**src/rtl/ps2_pkg.sv**
```systemverilog
// Shared types and constants for the PS/2 receiver.
// Frame: start(0), 8 data bits LSB first, odd parity, stop(1).
package ps2_pkg;
   typedef enum logic [1:0] {IDLE, DATA, PARITY, STOP} state_t;

   localparam int unsigned PS2_DATA_BITS  = 8;
   localparam int unsigned PS2_FRAME_BITS = 11;
endpackage

```
**src/rtl/ps2_line_filter.sv**
```systemverilog
// Two-flop synchroniser followed by a glitch filter.
// The filtered output flips only after FILTER_LEN consecutive differing samples.
module ps2_line_filter #(
   parameter int unsigned FILTER_LEN = 8
) (
   input  logic clk,
   input  logic rst,
   input  logic raw,
   output logic filt
);
   logic       sync1_q, sync2_q;
   logic       filt_q, filt_d;
   logic [7:0] cnt_q, cnt_d;

   always_comb begin
      filt_d = filt_q;
      cnt_d  = '0;
      if (sync2_q != filt_q) begin
         if (cnt_q == 8'(FILTER_LEN - 1)) filt_d = sync2_q;
         else                              cnt_d  = cnt_q + 8'd1;
      end
   end

   always_ff @(posedge clk or posedge rst) begin
      if (rst) begin
         sync1_q <= 1'b1;
         sync2_q <= 1'b1;
         filt_q  <= 1'b1;
         cnt_q   <= '0;
      end else begin
         sync1_q <= raw;
         sync2_q <= sync1_q;
         filt_q  <= filt_d;
         cnt_q   <= cnt_d;
      end
   end

   assign filt = filt_q;
endmodule

```
**src/rtl/ps2_receiver.sv**
```systemverilog
// PS/2 device-to-host receiver: conditioned lines, frame FSM with parity/stop
// checking, inter-bit timeout and an output byte FIFO with valid/ready.
module ps2_receiver
   import ps2_pkg::*;
#(
   parameter int unsigned FILTER_LEN     = 8,
   parameter int unsigned TIMEOUT_CYCLES = 200000,
   parameter int unsigned FIFO_DEPTH     = 8
) (
   input  logic       clk100,
   input  logic       rst,
   input  logic       ps2_clk,
   input  logic       ps2_data,
   output logic [7:0] rx_data,
   output logic       rx_valid,
   input  logic       rx_ready,
   output logic       err_parity,
   output logic       err_frame,
   output logic       err_timeout,
   output logic       err_overflow
);
   localparam int unsigned AW = $clog2(FIFO_DEPTH);
   localparam int unsigned PW = AW + 1;
   localparam int unsigned TW = $clog2(TIMEOUT_CYCLES + 1);
   localparam logic [TW-1:0] TMO_LAST = TW'(TIMEOUT_CYCLES - 1);

   logic clk_filt, data_filt, fall;
   logic clk_prev_q;

   state_t                      state_q, state_d;
   logic [2:0]                  bit_cnt_q, bit_cnt_d;
   logic [PS2_DATA_BITS-1:0]    shift_q, shift_d;
   logic                        parity_q, parity_d;
   logic [TW-1:0]               tmo_q, tmo_d;
   logic [PW-1:0]               wr_ptr_q, wr_ptr_d, rd_ptr_q, rd_ptr_d;
   logic [PS2_DATA_BITS-1:0]    mem_q [FIFO_DEPTH];
   logic                        err_parity_q, err_parity_d;
   logic                        err_frame_q, err_frame_d;
   logic                        err_timeout_q, err_timeout_d;
   logic                        err_overflow_q, err_overflow_d;
   logic                        push, pop, full, empty;

   ps2_line_filter #(.FILTER_LEN(FILTER_LEN)) u_clk_filter (
      .clk(clk100), .rst(rst), .raw(ps2_clk), .filt(clk_filt)
   );
   ps2_line_filter #(.FILTER_LEN(FILTER_LEN)) u_data_filter (
      .clk(clk100), .rst(rst), .raw(ps2_data), .filt(data_filt)
   );

   assign fall  = clk_prev_q & ~clk_filt;
   assign empty = (wr_ptr_q == rd_ptr_q);
   assign full  = (wr_ptr_q[AW] != rd_ptr_q[AW]) && (wr_ptr_q[AW-1:0] == rd_ptr_q[AW-1:0]);

   always_comb begin
      state_d        = state_q;
      bit_cnt_d      = bit_cnt_q;
      shift_d        = shift_q;
      parity_d       = parity_q;
      tmo_d          = tmo_q;
      wr_ptr_d       = wr_ptr_q;
      rd_ptr_d       = rd_ptr_q;
      err_parity_d   = 1'b0;
      err_frame_d    = 1'b0;
      err_timeout_d  = 1'b0;
      err_overflow_d = 1'b0;
      push           = 1'b0;
      pop            = ~empty & rx_ready;

      if (fall) begin
         case (state_q)
            IDLE: if (!data_filt) begin
               state_d   = DATA;
               bit_cnt_d = '0;
            end
            DATA: begin
               shift_d   = {data_filt, shift_q[PS2_DATA_BITS-1:1]};
               bit_cnt_d = bit_cnt_q + 3'd1;
               if (bit_cnt_q == 3'(PS2_DATA_BITS - 1)) state_d = PARITY;
            end
            PARITY: begin
               parity_d = data_filt;
               state_d  = STOP;
            end
            STOP: begin
               state_d = IDLE;
               if (!data_filt)                err_frame_d    = 1'b1;
               else if (!(^shift_q ^ parity_q)) err_parity_d = 1'b1;
               else if (full && !pop)         err_overflow_d = 1'b1;
               else                           push           = 1'b1;
            end
            default: state_d = IDLE;
         endcase
      end

      // A fall in the same cycle as expiry wins: the frame is still progressing.
      if (state_q == IDLE || fall) begin
         tmo_d = '0;
      end else if (tmo_q == TMO_LAST) begin
         tmo_d         = '0;
         state_d       = IDLE;
         err_timeout_d = 1'b1;
      end else begin
         tmo_d = tmo_q + TW'(1);
      end

      if (push) wr_ptr_d = wr_ptr_q + PW'(1);
      if (pop)  rd_ptr_d = rd_ptr_q + PW'(1);
   end

   always_ff @(posedge clk100 or posedge rst) begin
      if (rst) begin
         clk_prev_q     <= 1'b1;
         state_q        <= IDLE;
         bit_cnt_q      <= '0;
         shift_q        <= '0;
         parity_q       <= 1'b0;
         tmo_q          <= '0;
         wr_ptr_q       <= '0;
         rd_ptr_q       <= '0;
         err_parity_q   <= 1'b0;
         err_frame_q    <= 1'b0;
         err_timeout_q  <= 1'b0;
         err_overflow_q <= 1'b0;
         for (int unsigned i = 0; i < FIFO_DEPTH; i++) mem_q[i] <= '0;
      end else begin
         clk_prev_q     <= clk_filt;
         state_q        <= state_d;
         bit_cnt_q      <= bit_cnt_d;
         shift_q        <= shift_d;
         parity_q       <= parity_d;
         tmo_q          <= tmo_d;
         wr_ptr_q       <= wr_ptr_d;
         rd_ptr_q       <= rd_ptr_d;
         err_parity_q   <= err_parity_d;
         err_frame_q    <= err_frame_d;
         err_timeout_q  <= err_timeout_d;
         err_overflow_q <= err_overflow_d;
         if (push) mem_q[wr_ptr_q[AW-1:0]] <= shift_q;
      end
   end

   assign rx_valid     = ~empty;
   assign rx_data      = mem_q[rd_ptr_q[AW-1:0]];
   assign err_parity   = err_parity_q;
   assign err_frame    = err_frame_q;
   assign err_timeout  = err_timeout_q;
   assign err_overflow = err_overflow_q;
endmodule

```
**config.mk**
```make
export PLATFORM = sky130hd
export DESIGN_NAME = ps2_receiver
export DESIGN_NICKNAME = d
export VERILOG_FILES = /design/src/rtl/ps2_pkg.sv /design/src/rtl/ps2_line_filter.sv /design/src/rtl/ps2_receiver.sv
export SDC_FILE = /design/constraint.sdc
export NUM_CORES = 1
export LEC_CHECK = 0
export BUFFER_PORTS_ARGS = -buffer_cell sky130_fd_sc_hd__buf_2
export CORE_ASPECT_RATIO = 1.2
export CORE_MARGIN = 2
export CORE_UTILIZATION = 65
export CTS_BUF_LIST = sky130_fd_sc_hd__clkbuf_4
export CTS_CLUSTER_SIZE = 16
export DETAILED_ROUTE_END_ITERATION = 10
export PLACE_DENSITY = 0.87
export SYNTH_ARGS = -nofsm -noshare
export SYNTH_HDL_FRONTEND = slang
export SYNTH_SLANG_ARGS = --single-unit
export TNS_END_PERCENT = 5
```
**constraint.sdc**
```tcl
create_clock -name clk100 -period 8.7 [get_ports clk100]
set_clock_uncertainty 0.1 [all_clocks]
set_input_delay 0.435 -clock clk100 [delete_from_list [all_inputs] [get_ports clk100]]
set_output_delay 0.435 -clock clk100 [all_outputs]
set_load 0.02 [all_outputs]
```
==> results of run 1 <==
-- power groups by stage --
stage	Combinational, uW	Sequential (uW)	Clock [uW]
floorplan	130	674	0
global placement	138	687	0
detailed placement	147	690	0
CTS	149	678	414
global route	165	683	445
finish	146	678	407
-- flip-flops by register name, indices dropped and copies added (netlist names) --
signal,count
bit_cnt_q,3
clk_prev_q,1
err_frame,1
err_overflow,1
err_parity,1
err_timeout,1
mem_q,64
parity_q,1
rd_ptr_q,4
shift_q,8
state_q,2
tmo_q,18
u_clk_filter.cnt_q,8
u_clk_filter.filt,1
u_clk_filter.sync1_q,1
u_clk_filter.sync2_q,1
u_data_filter.cnt_q,8
u_data_filter.filt,1
u_data_filter.sync1_q,1
u_data_filter.sync2_q,1
wr_ptr_q,4
-- layout make-up --
cell class / instances / area (um^2) / area share [%]
timing repair buffer: 22 / 130 / 1.99
tap: 120 / 150 / 2.29
clock buffer: 18 / 135 / 2.06
multi-input combinational: 288 / 2670 / 40.8
inverter: 8 / 32.5 / 0.496
sequential: 131 / 3290 / 50.2
clock inverter: 14 / 144 / 2.20
-- per-layer routing --
metal	part of all wire, %	vias up	global-route usage, %
met5	0	-	0
met4	1.9	0	8.64
met3	3.2	23	5.98
met2	53	79	42.1
met1	42	1845	29.2
li1	-	1631	-
-- timing repair --
item | in CTS | in global routing
endpoints found under the setup margin | 0 | 0
hold endpoints to repair | 39 | 0
resized for setup | 0 | 0
hold buffers | 3 | 0
-- worst reg2reg max path: cells and delay by family, from the launching register on --
family | cells | cell delay, ns
xor gates and xnor gates | 1 | 0.20
muxes | 1 | 0.38
and+or+nand+nor | 3 | 1.21
DFF | 1 | 1.10
-- cells by family after synthesis --
family | count (synthesis) | share of synthesized area [%]
compound gates | 11 | 2.13
flops | 131 | 53.9
buf+inv | 28 | 2.26
mux | 102 | 21.8
xor+xnor | 48 | 7.57
simple gates | 120 | 10.9
fa+ha+maj | 7 | 1.44
-- worst paths after layout --
check / from / endpoint / slack [ns] / depth (start not counted)
min reg2reg: u_clk_filter.sync1_q / u_clk_filter.sync2_q / 0.26 / 0
max: rd_ptr_q[0] / rx_valid / 5.37 / 4
min: rx_ready / rd_ptr_q[3] / 0.11 / 3
min in group asynchronous: rst / tmo_q[15] / 0.40 / 3
max in group asynchronous: rst / mem_q[8] / 6.60 / 4
max reg2reg: rd_ptr_q[0] / mem_q[4] / 5.60 / 5
-- layout by cell type (no fill, tap or decap), types with 2 or more instances in the layout --
cell type / count
clkbuf_4: 18
nand3_2: 3
dfstp_2: 7
nand3_1: 17
a2111oi_4: 3
nor2_1: 42
nor3b_4: 3
o21ai_0: 4
nand2b_1: 3
and4_1: 4
buf_2: 17
xor2_1: 24
nor2b_1: 2
a22o_1: 2
inv_1: 7
nand2_1: 14
a21oi_1: 2
bufinv_16: 3
and2_1: 2
nor3_1: 8
mux4_2: 16
clkinv_1: 5
clkinv_2: 4
buf_4: 2
clkinvlp_4: 2
mux2_2: 86
xnor2_1: 21
ha_1: 7
dfrtp_1: 124
dlygate4sd3_1: 3
nand4_1: 4
and4b_1: 2
and3_1: 7
-- metrics by stage --
stage               total power (uW)  worst slack, ns
finish                          1230             5.37
global route                    1290             5.08
CTS                             1240             5.29
detailed placement               837             5.58
global placement                 825             5.74
floorplan                        805             4.68
==> results.py, run 1 <==
metrics = {
    "outcome": {
        "status": "completed",
    },
    "floorplan": {
        "placementRows": 38,
        "start_util_pct": 67.2,
        "coreArea_um2": 9080,
        "io_pins": 18,
        "die_h_um": 110,
        "die_w_um": 92.4,
        "dieArea_um2": 10200,
    },
    "synthesis": {
        "synth_edf_count": 0,
        "synth_top_cell_by_area": "dfrtp_1",
        "synth_ff_type": "dfrtp_1",
        "yosysTopAreaCellShare_pct": 50.9,
        "syn_avg_cell_area_um2": 13.6,
        "synthTopCellsByArea": "dfrtp_1, mux2_2, mux4_2, xor2_1, dfstp_2",
        "synth_nets": 459,
        "synthCells": 447,
        "ys_seq_area_share_pct": 53.9,
        "yosys_warnings": 0,
        "yosysUniqueCellTypes": 42,
        "synth-seq-cells": 131,
        "yosysMostFrequentCell": "dfrtp_1",
        "async_reset_ff_share_pct": 100,
        "synth.top_cells.by_count": "dfrtp_1, mux2_2, nor2_1, xor2_1, xnor2_1",
        "syn_area_um2": 6100,
    },
    "global_routing": {
        "grt_pass1_wl_um": 18400,
        "antenna_found_initial": 0,
        "grt_max_degree": 92,
        "overflow": 0,
        "track_usage_pct": 24.0,
        "grt_pass1_vias": 3757,
    },
    "clock_network": {
        "htreeDepth": 4,
        "post_cts_buffers": 0,
        "root_buffer": "clkbuf_4",
        "cts_num_sinks": 131,
        "clock_latency_ns": 0.52,
        "cts_inserted_buffers": 17,
        "cts_tree": "yes",
        "clockBufferDepth": 2,
        "clkTransAtPathRegs_ns": 0.11,
    },
    "route": {
        "drt_first_pass_iters": 4,
        "drc_errors": 0,
        "vias": 3578,
        "drt-wirelength-per-cell_um": 18.2,
        "first_iter_violations": 204,
        "wl_um": 10900,
        "antenna_left": 0,
        "viasPerCell": 5.95,
    },
    "flow_run": {
        "cap_violations": 0,
    },
    "finish": {
        "areaGrowthSynthToFinish_pct": 7.45,
        "fillCellCount": 602,
        "final_util_pct": 72.2,
        "diodes": 0,
        "layout-drive-gt1-share_pct": 35.8,
        "finish.net_count": 480,
        "final_cells": 601,
        "finish.instance_area_um2": 6550,
    },
    "power_and_ir_drop": {
        "pwr-share-comb_pct": 11.8,
        "leakage_uw": 0.00312,
        "irDropWorstVdd_uv": 144,
        "p_seq_share_pct": 55.1,
        "clockPowerShare_pct": 33.0,
        "power.switching_uw": 337,
        "swShare_pct": 27.4,
        "power.density_nw_per_um2": 188,
        "power.internal_uw": 893,
    },
    "placed_design": {
        "place_area_um2": 6240,
        "dp_hpwl_um": 7270,
        "port_buffers": 17,
        "dp_cells": 566,
        "globalplace.congestion": 0.816,
    },
    "timing": {
        "slew_violations": 0,
        "fmax_mhz": 301,
        "final-setup-viol-count": 0,
        "whs_ns": 0.110,
        "period_minus_slack_ns": 3.33,
        "rsz0062_at_grt": "false",
        "finalHoldViolations": 0,
        "max_slew.worst_pin.slew_ns": 1.12,
        "setup_tns_ns": 0,
        "maxSlewHeadroom_pct": 25.6,
        "period_share_pct": 38.2,
    },
    "critical_path": {
        "critPathMaxFanout": 20,
        "slowest_stage": "dfrtp_1",
        "worst-endpoint-arrival_ns": 2.79,
        "critPathCaptureType": "output pin",
        "crit_required_ns": 8.17,
        "crit_chain": "xor2_1 > nor3_2 > nand2_1 > buf_2",
        "worstSetupPathType": "reg -> out",
        "start_kind": "flip-flop",
        "cp_top_family": "flip-flops",
        "critical-path-max-stage-delay_ns": 1.10,
        "worst-path-buf-inv": 1,
    },
    "min_path": {
        "worstHoldPathType": "in -> reg",
    },
}
No activity file was read; power rests on OpenSTA's default activity.
==> run 2: changes to the inputs <==
--- a/config.mk
+++ b/config.mk
@@ -5,6 +5,7 @@
 export SDC_FILE = /design/constraint.sdc
 export NUM_CORES = 1
 export LEC_CHECK = 0
+export ABC_AREA = 1
 export BUFFER_PORTS_ARGS = -buffer_cell sky130_fd_sc_hd__buf_2
 export CORE_ASPECT_RATIO = 1.2
 export CORE_MARGIN = 2
==> constraint.sdc (replaced) <==
create_clock -name clk100 -period 3.3 [get_ports clk100]
set_clock_uncertainty 0.1 [all_clocks]
set_input_delay 0.165 -clock clk100 [delete_from_list [all_inputs] [get_ports clk100]]
set_output_delay 0.165 -clock clk100 [all_outputs]
set_load 0.02 [all_outputs]
==> results.py, run 2 <==
metrics = {
    "floorplan": {
        "start_util_pct": 67.4,
        "io_pins": 18,
        "dieArea_um2": 10800,
        "placementRows": 39,
        "coreArea_um2": 9610,
        "die_w_um": 95.1,
        "die_h_um": 113,
    },
    "flow_run": {
        "cap_violations": 0,
    },
    "global_routing": {
        "track_usage_pct": 29.6,
        "grt_pass1_vias": 5294,
        "grt_pass1_wl_um": 24500,
        "overflow": 0,
        "grt_max_degree": 71,
        "antenna_found_initial": 0,
    },
    "finish": {
        "final_common_cell": "nand2_1",
        "largest_reg_flops": 64,
        "top_regs": "mem_q (64), tmo_q (18)",
        "final_util_pct": 71.6,
        "regArea_um2": 3290,
        "mostFrequentLayoutCells": "nand2_1, dfrtp_1, nor2_1, nand3_1, o21ai_0",
        "layout-drive-gt1-share_pct": 11.2,
        "areaGrowthSynthToFinish_pct": 6.30,
        "diodes": 0,
        "finish.instance_area_um2": 6890,
        "top_register": "mem_q",
        "multi_input_area_um2": 2760,
        "finish.net_count": 812,
        "fillCellCount": 692,
    },
    "synthesis": {
        "synthTopCellsByArea": "dfrtp_1, nand2_1, nand3_1, nor2_1, o21ai_0",
        "ys_seq_area_share_pct": 50.7,
        "synth.top_cells.by_count": "nand2_1, dfrtp_1, nor2_1, nand3_1",
        "synth_top_cell_by_area": "dfrtp_1",
        "syn_avg_cell_area_um2": 8.26,
        "synth_nets": 796,
        "synth-seq-cells": 131,
        "synth_ff_type": "dfrtp_1",
        "yosys_warnings": 0,
        "synthCells": 784,
        "syn_area_um2": 6480,
        "async_reset_ff_share_pct": 100,
        "synth_edf_count": 0,
        "yosysTopAreaCellShare_pct": 47.9,
        "yosysUniqueCellTypes": 42,
        "yosysMostFrequentCell": "nand2_1",
    },
    "power_and_ir_drop": {
        "swShare_pct": 40.8,
        "leakage_uw": 0.00349,
        "pwr-share-comb_pct": 35.9,
        "power.density_nw_per_um2": 680,
        "clockPowerShare_pct": 22.0,
        "irDropWorstVdd_uv": 419,
        "p_seq_share_pct": 42.1,
        "power.switching_uw": 1910,
        "power.internal_uw": 2770,
    },
    "min_path": {
        "worstHoldPathType": "in -> reg",
    },
    "timing": {
        "slew_violations": 0,
        "setup_tns_ns": 0,
        "final-setup-viol-count": 0,
        "maxSlewHeadroom_pct": 39.4,
        "fmax_mhz": 366,
        "finalHoldViolations": 0,
        "rsz0062_at_grt": "false",
        "period_minus_slack_ns": 2.74,
        "max_slew.worst_pin.slew_ns": 0.907,
        "period_share_pct": 82.9,
    },
    "route": {
        "drt_first_pass_iters": 8,
        "viasPerCell": 5.89,
        "wl_um": 15000,
        "antenna_left": 0,
        "drt-wirelength-per-cell_um": 16.0,
        "first_iter_violations": 545,
        "drc_errors": 0,
        "vias": 5517,
    },
    "placed_design": {
        "globalplace.congestion": 0.906,
        "place_area_um2": 6580,
        "dp_hpwl_um": 9950,
        "port_buffers": 17,
    },
    "clock_network": {
        "cts_tree": "yes",
        "post_cts_buffers": 0,
        "clock_latency_ns": 0.54,
        "clockBufferDepth": 2,
        "cts_inserted_buffers": 17,
        "cts_num_sinks": 131,
        "cts_resized": 0,
        "clkTransAtPathRegs_ns": 0.10,
        "htreeDepth": 4,
        "root_buffer": "clkbuf_4",
    },
    "critical_path": {
        "crit_required_ns": 3.03,
        "critPathMaxFanout": 25,
        "start_kind": "flip-flop",
        "rrSetupSlack_ns": 0.67,
        "critPathCaptureType": "output pin",
        "worstSetupPathType": "reg -> out",
        "worst-endpoint-arrival_ns": 2.47,
    },
    "outcome": {
        "status": "completed",
    },
}
## run 2: cell count changes in the layout (fill, tap and decap cells not counted), sizes merged, moves of 10 or more
cell	delta
nand4	+10
a31oi	+11
o22ai	+10
mux4	-16
nor3	+13
mux2	-85
xor2	-14
nand2	+189
o21ai	+48
nor2	+61
a21oi	+15
nand3	+67
inv	+49
xnor2	-16
## run 2: repair_timing
action / in CTS / in global routing
hold buffers: 4 / 0
setup endpoints to repair: 0 / 0
hold endpoints to repair: 47 / 0
## run 2: cell families (layout without fill, tap and decap cells)
group                    count (synthesis)  in the layout  synth area share [%]
AND/OR/NAND/NOR                        442            442                  30.8
AO/OA/AOI/OAI                           94             94                  7.82
adder cells (fa/ha/maj)                  7              7                  1.35
multiplexers                             2              2                 0.328
flip-flops                             131            131                  50.7
buffers and inverters                   91            120                  6.68
XOR/XNOR                                17             17                  2.30
## run 2: path summary, 6_finish.rpt
path,startpoint,to,cells past startpoint
max,rd_ptr_q[0],rx_data[6],6
min,ps2_data,u_data_filter.sync1_q,2
max reg2reg,shift_q[3],mem_q[18],10
min reg2reg,u_data_filter.sync1_q,u_data_filter.sync2_q,0
max in group asynchronous,rst,u_data_filter.filt,4
min in group asynchronous,rst,u_data_filter.cnt_q[6],3
## run 2: critical path, stage by stage (launching register included)
cell	delay, ns
dfrtp_1	0.46
inv_1	0.62
o21ai_0	0.20
o22ai_1	0.24
nor2_1	0.07
a31oi_1	0.16
buf_2	0.19
## run 2: layout make-up
| class | instances | area share (%) |
|---|---|---|
| Sequential cell | 131 | 47.7 |
| Multi-Input combinational cell | 562 | 40.1 |
| Inverter | 60 | 3.36 |
| Timing Repair Buffer | 28 | 2.76 |
| Clock buffer | 23 | 2.51 |
| Tap cell | 123 | 2.24 |
| Clock inverter | 9 | 1.34 |
## run 2: through the flow
| stage | hold WS (ns) | std cells | setup slack [ns] | power [uW] |
|---|---|---|---|---|
| global placement | 0.171 | 900 | 0.911 | 3580 |
| global route | 0.140 | 936 | 0.421 | 4970 |
| CTS | 0.150 | 936 | 0.582 | 4670 |
| floorplan | 0.0695 | 784 | 1.42 | 3210 |
| detailed placement | 0.172 | 900 | 0.802 | 3650 |
| finish | 0.178 | 936 | 0.565 | 4680 |
## run 2: power by group through the flow
stage / combinational [uW] / clock [uW] / sequential (uW)
floorplan: 1350 / 0 / 1860
global placement: 1600 / 0 / 1980
detailed placement: 1660 / 0 / 1990
CTS: 1670 / 1040 / 1960
global route: 1870 / 1110 / 1990
finish: 1680 / 1030 / 1970
## run 2: layer usage
layer	GRT usage (%)	part of all wire [%]
met1	36.5	39
met2	48.2	51
met3	7.12	7.0
met4	14.9	3.0
met5	0	0
==> run 3: changes to the inputs <==
--- a/config.mk
+++ b/config.mk
@@ -9,11 +9,11 @@
 export BUFFER_PORTS_ARGS = -buffer_cell sky130_fd_sc_hd__buf_2
 export CORE_ASPECT_RATIO = 1.2
 export CORE_MARGIN = 2
-export CORE_UTILIZATION = 65
+export CORE_UTILIZATION = 58
 export CTS_BUF_LIST = sky130_fd_sc_hd__clkbuf_4
 export CTS_CLUSTER_SIZE = 16
 export DETAILED_ROUTE_END_ITERATION = 10
-export PLACE_DENSITY = 0.87
+export PLACE_DENSITY = 0.82
 export SYNTH_ARGS = -nofsm -noshare
 export SYNTH_HDL_FRONTEND = slang
 export SYNTH_SLANG_ARGS = --single-unit
==> constraint.sdc (replaced) <==
create_clock -name clk100 -period 2.4 [get_ports clk100]
set_clock_uncertainty 0.1 [all_clocks]
set_input_delay 0.12 -clock clk100 [delete_from_list [all_inputs] [get_ports clk100]]
set_output_delay 0.12 -clock clk100 [all_outputs]
set_load 0.02 [all_outputs]
==> results.py, run 3 (synthesized netlist as in run 2, its figures left out) <==
metrics = {
    "floorplan": {
        "dieArea_um2": 12000,
        "start_util_pct": 59.0,
        "die_h_um": 120,
        "coreArea_um2": 11000,
        "placementRows": 42,
        "io_pins": 18,
        "die_w_um": 100,
    },
    "route": {
        "antenna_left": 0,
        "viasPerCell": 5.73,
        "first_iter_violations": 457,
        "vias": 5539,
        "drt-wirelength-per-cell_um": 15.9,
        "drc_errors": 0,
        "wl_um": 15400,
        "drt_first_pass_iters": 6,
    },
    "global_routing": {
        "track_usage_pct": 27.1,
        "antenna_found_initial": 0,
        "grt_max_degree": 132,
        "grt_pass1_vias": 5555,
        "overflow": 0,
        "grt_pass1_wl_um": 25500,
    },
    "critical_path": {
        "reg2regPathDepth": 11,
        "worst-path-buf-inv": 2,
        "crit_chain": "buf_12 > o21ai_0 > o22ai_2 > nor2_1 > a31oi_1 > buf_2",
        "critPathMaxFanout": 33,
        "crit_required_ns": 2.18,
        "worst-endpoint-arrival_ns": 2.12,
        "cp_top_family": "compound AO/OA/AOI/OAI gates",
        "r2r-start": "shift_q[5]",
        "slowest_stage": "dfrtp_2",
        "critical-path-max-stage-delay_ns": 0.47,
        "critPathCaptureType": "output pin",
        "worstSetupPathType": "reg -> out",
        "r2r-end": "wr_ptr_q[1]",
        "start_kind": "flip-flop",
        "rrSetupSlack_ns": 0.18,
    },
    "timing": {
        "fmax_mhz": 428,
        "maxSlewHeadroom_pct": 54.1,
        "final-setup-viol-count": 0,
        "fin_ws_ns": 0.0621,
        "finalHoldViolations": 0,
        "period_share_pct": 97.4,
        "max_slew.worst_pin.slew_ns": 0.689,
        "rsz0062_at_grt": "true",
        "period_minus_slack_ns": 2.34,
        "slew_violations": 0,
    },
    "clock_network": {
        "cts_num_sinks": 131,
        "cts_inserted_buffers": 17,
        "root_buffer": "clkbuf_4",
        "cts_tree": "yes",
        "clockBufferDepth": 2,
        "clock_latency_ns": 0.55,
        "htreeDepth": 4,
        "clkTransAtPathRegs_ns": 0.11,
    },
    "power_and_ir_drop": {
        "p_seq_share_pct": 38.8,
        "power.switching_uw": 2840,
        "power.total_uw": 6870,
        "irDropWorstVdd_uv": 741,
        "pwr-share-comb_pct": 37.8,
        "leakage_uw": 0.00360,
        "power.internal_uw": 4030,
        "power.density_nw_per_um2": 960,
        "swShare_pct": 41.4,
        "clockPowerShare_pct": 23.4,
    },
    "finish": {
        "areaGrowthSynthToFinish_pct": 10.5,
        "final_common_cell": "nand2_1",
        "finish.net_count": 833,
        "diodes": 0,
        "top_regs": "mem_q (64), tmo_q (18)",
        "mostFrequentLayoutCells": "nand2_1, dfrtp_1, nor2_1, nand3_1, o21ai_0",
        "largest_reg_flops": 64,
        "finish.instance_area_um2": 7160,
        "layout-drive-gt1-share_pct": 14.6,
        "top_register": "mem_q",
    },
    "min_path": {
        "min-delay-start": "ps2_data",
        "worstHoldEndpoint": "u_data_filter.sync1_q",
        "worstHoldPathType": "in -> reg",
        "worstHoldPathCells": 2,
    },
    "flow_run": {
        "cap_violations": 0,
    },
    "placed_design": {
        "place_area_um2": 6730,
        "globalplace.congestion": 0.864,
        "port_buffers": 17,
        "place_ws_ns": 0.190,
        "dp_hpwl_um": 9940,
    },
    "outcome": {
        "status": "completed",
    },
}
run 3: cell count changes in the layout (fill, tap and decap cells not counted), sizes merged:
cell,change
clkbuf,-5
clkinvlp,+5
clkinv,-2
inv,+1
buf,+21
bufinv,+1
run 3: final cells by class:
cell class	count	area, um^2
clock inverter	14	180
multi-input combinational	562	2770
clock buffer	18	135
tap	132	165
sequential	131	3290
timing repair buffer	49	379
inverter	60	238
fill	887	3820
run 3: worst max-delay path by stage:
stage / start / to / slack [ns] / cells past startpoint
2_1_floorplan: rst / bit_cnt_q[0] / 0.56 / 1
3_3_place_gp: shift_q[1] / mem_q[50] / 0.33 / 9
3_5_place_dp: shift_q[3] / mem_q[55] / 0.19 / 9
4_1_cts: rd_ptr_q[1] / rx_data[5] / -0.05 / 7
5_1_grt: rd_ptr_q[0] / rx_data[6] / -0.03 / 6
6_report: rd_ptr_q[0] / rx_data[6] / 0.06 / 6
run 3: power groups by stage:
| stage | clock network (uW) | logic, uW | registers [uW] |
|---|---|---|---|
| floorplan | 0 | 1850 | 2560 |
| detailed placement | 0 | 2440 | 2690 |
| global placement | 0 | 2350 | 2670 |
| global route | 1720 | 2850 | 2700 |
| CTS | 1640 | 2520 | 2650 |
| finish | 1610 | 2590 | 2670 |
run 3: metrics by stage:
step | setup TNS (ns) | std cells | util, % | hold slack, ns
final | 0 | 966 | 65.2 | 0.101
after floorplan | 0 | 784 | - | 0.0245
after global placement | 0 | 926 | 61.3 | 0.125
after global routing | -0.0624 | 966 | 65.2 | 0.0773
after detailed placement | 0 | 926 | 61.3 | 0.126
after CTS | -0.0661 | 965 | 64.8 | 0.0701
run 3: worst register-to-register path, delay by kind of cell (launching register included):
kind | cells | cell delay (ns)
compound gates | 1 | 0.22
buf+inv | 3 | 0.50
flops | 1 | 0.66
simple gates | 7 | 0.67
run 3: per-layer routing:
metal  GRT usage, %  up-vias  share of wire (%)
li1               -     2654                  -
met1           31.8     2626                 38
met2           48.1      218                 52
met3           5.53       41                6.5
met4           11.1        0                3.0
met5              0        -                  0
run 3: repair_timing:
action / in CTS / in global routing
setup endpoints to repair: 8 / 28
hold buffers: 4 / 0
setup buffers: 3 / 1
endpoints found under the hold margin: 131 / 0
resized for setup: 4 / 8
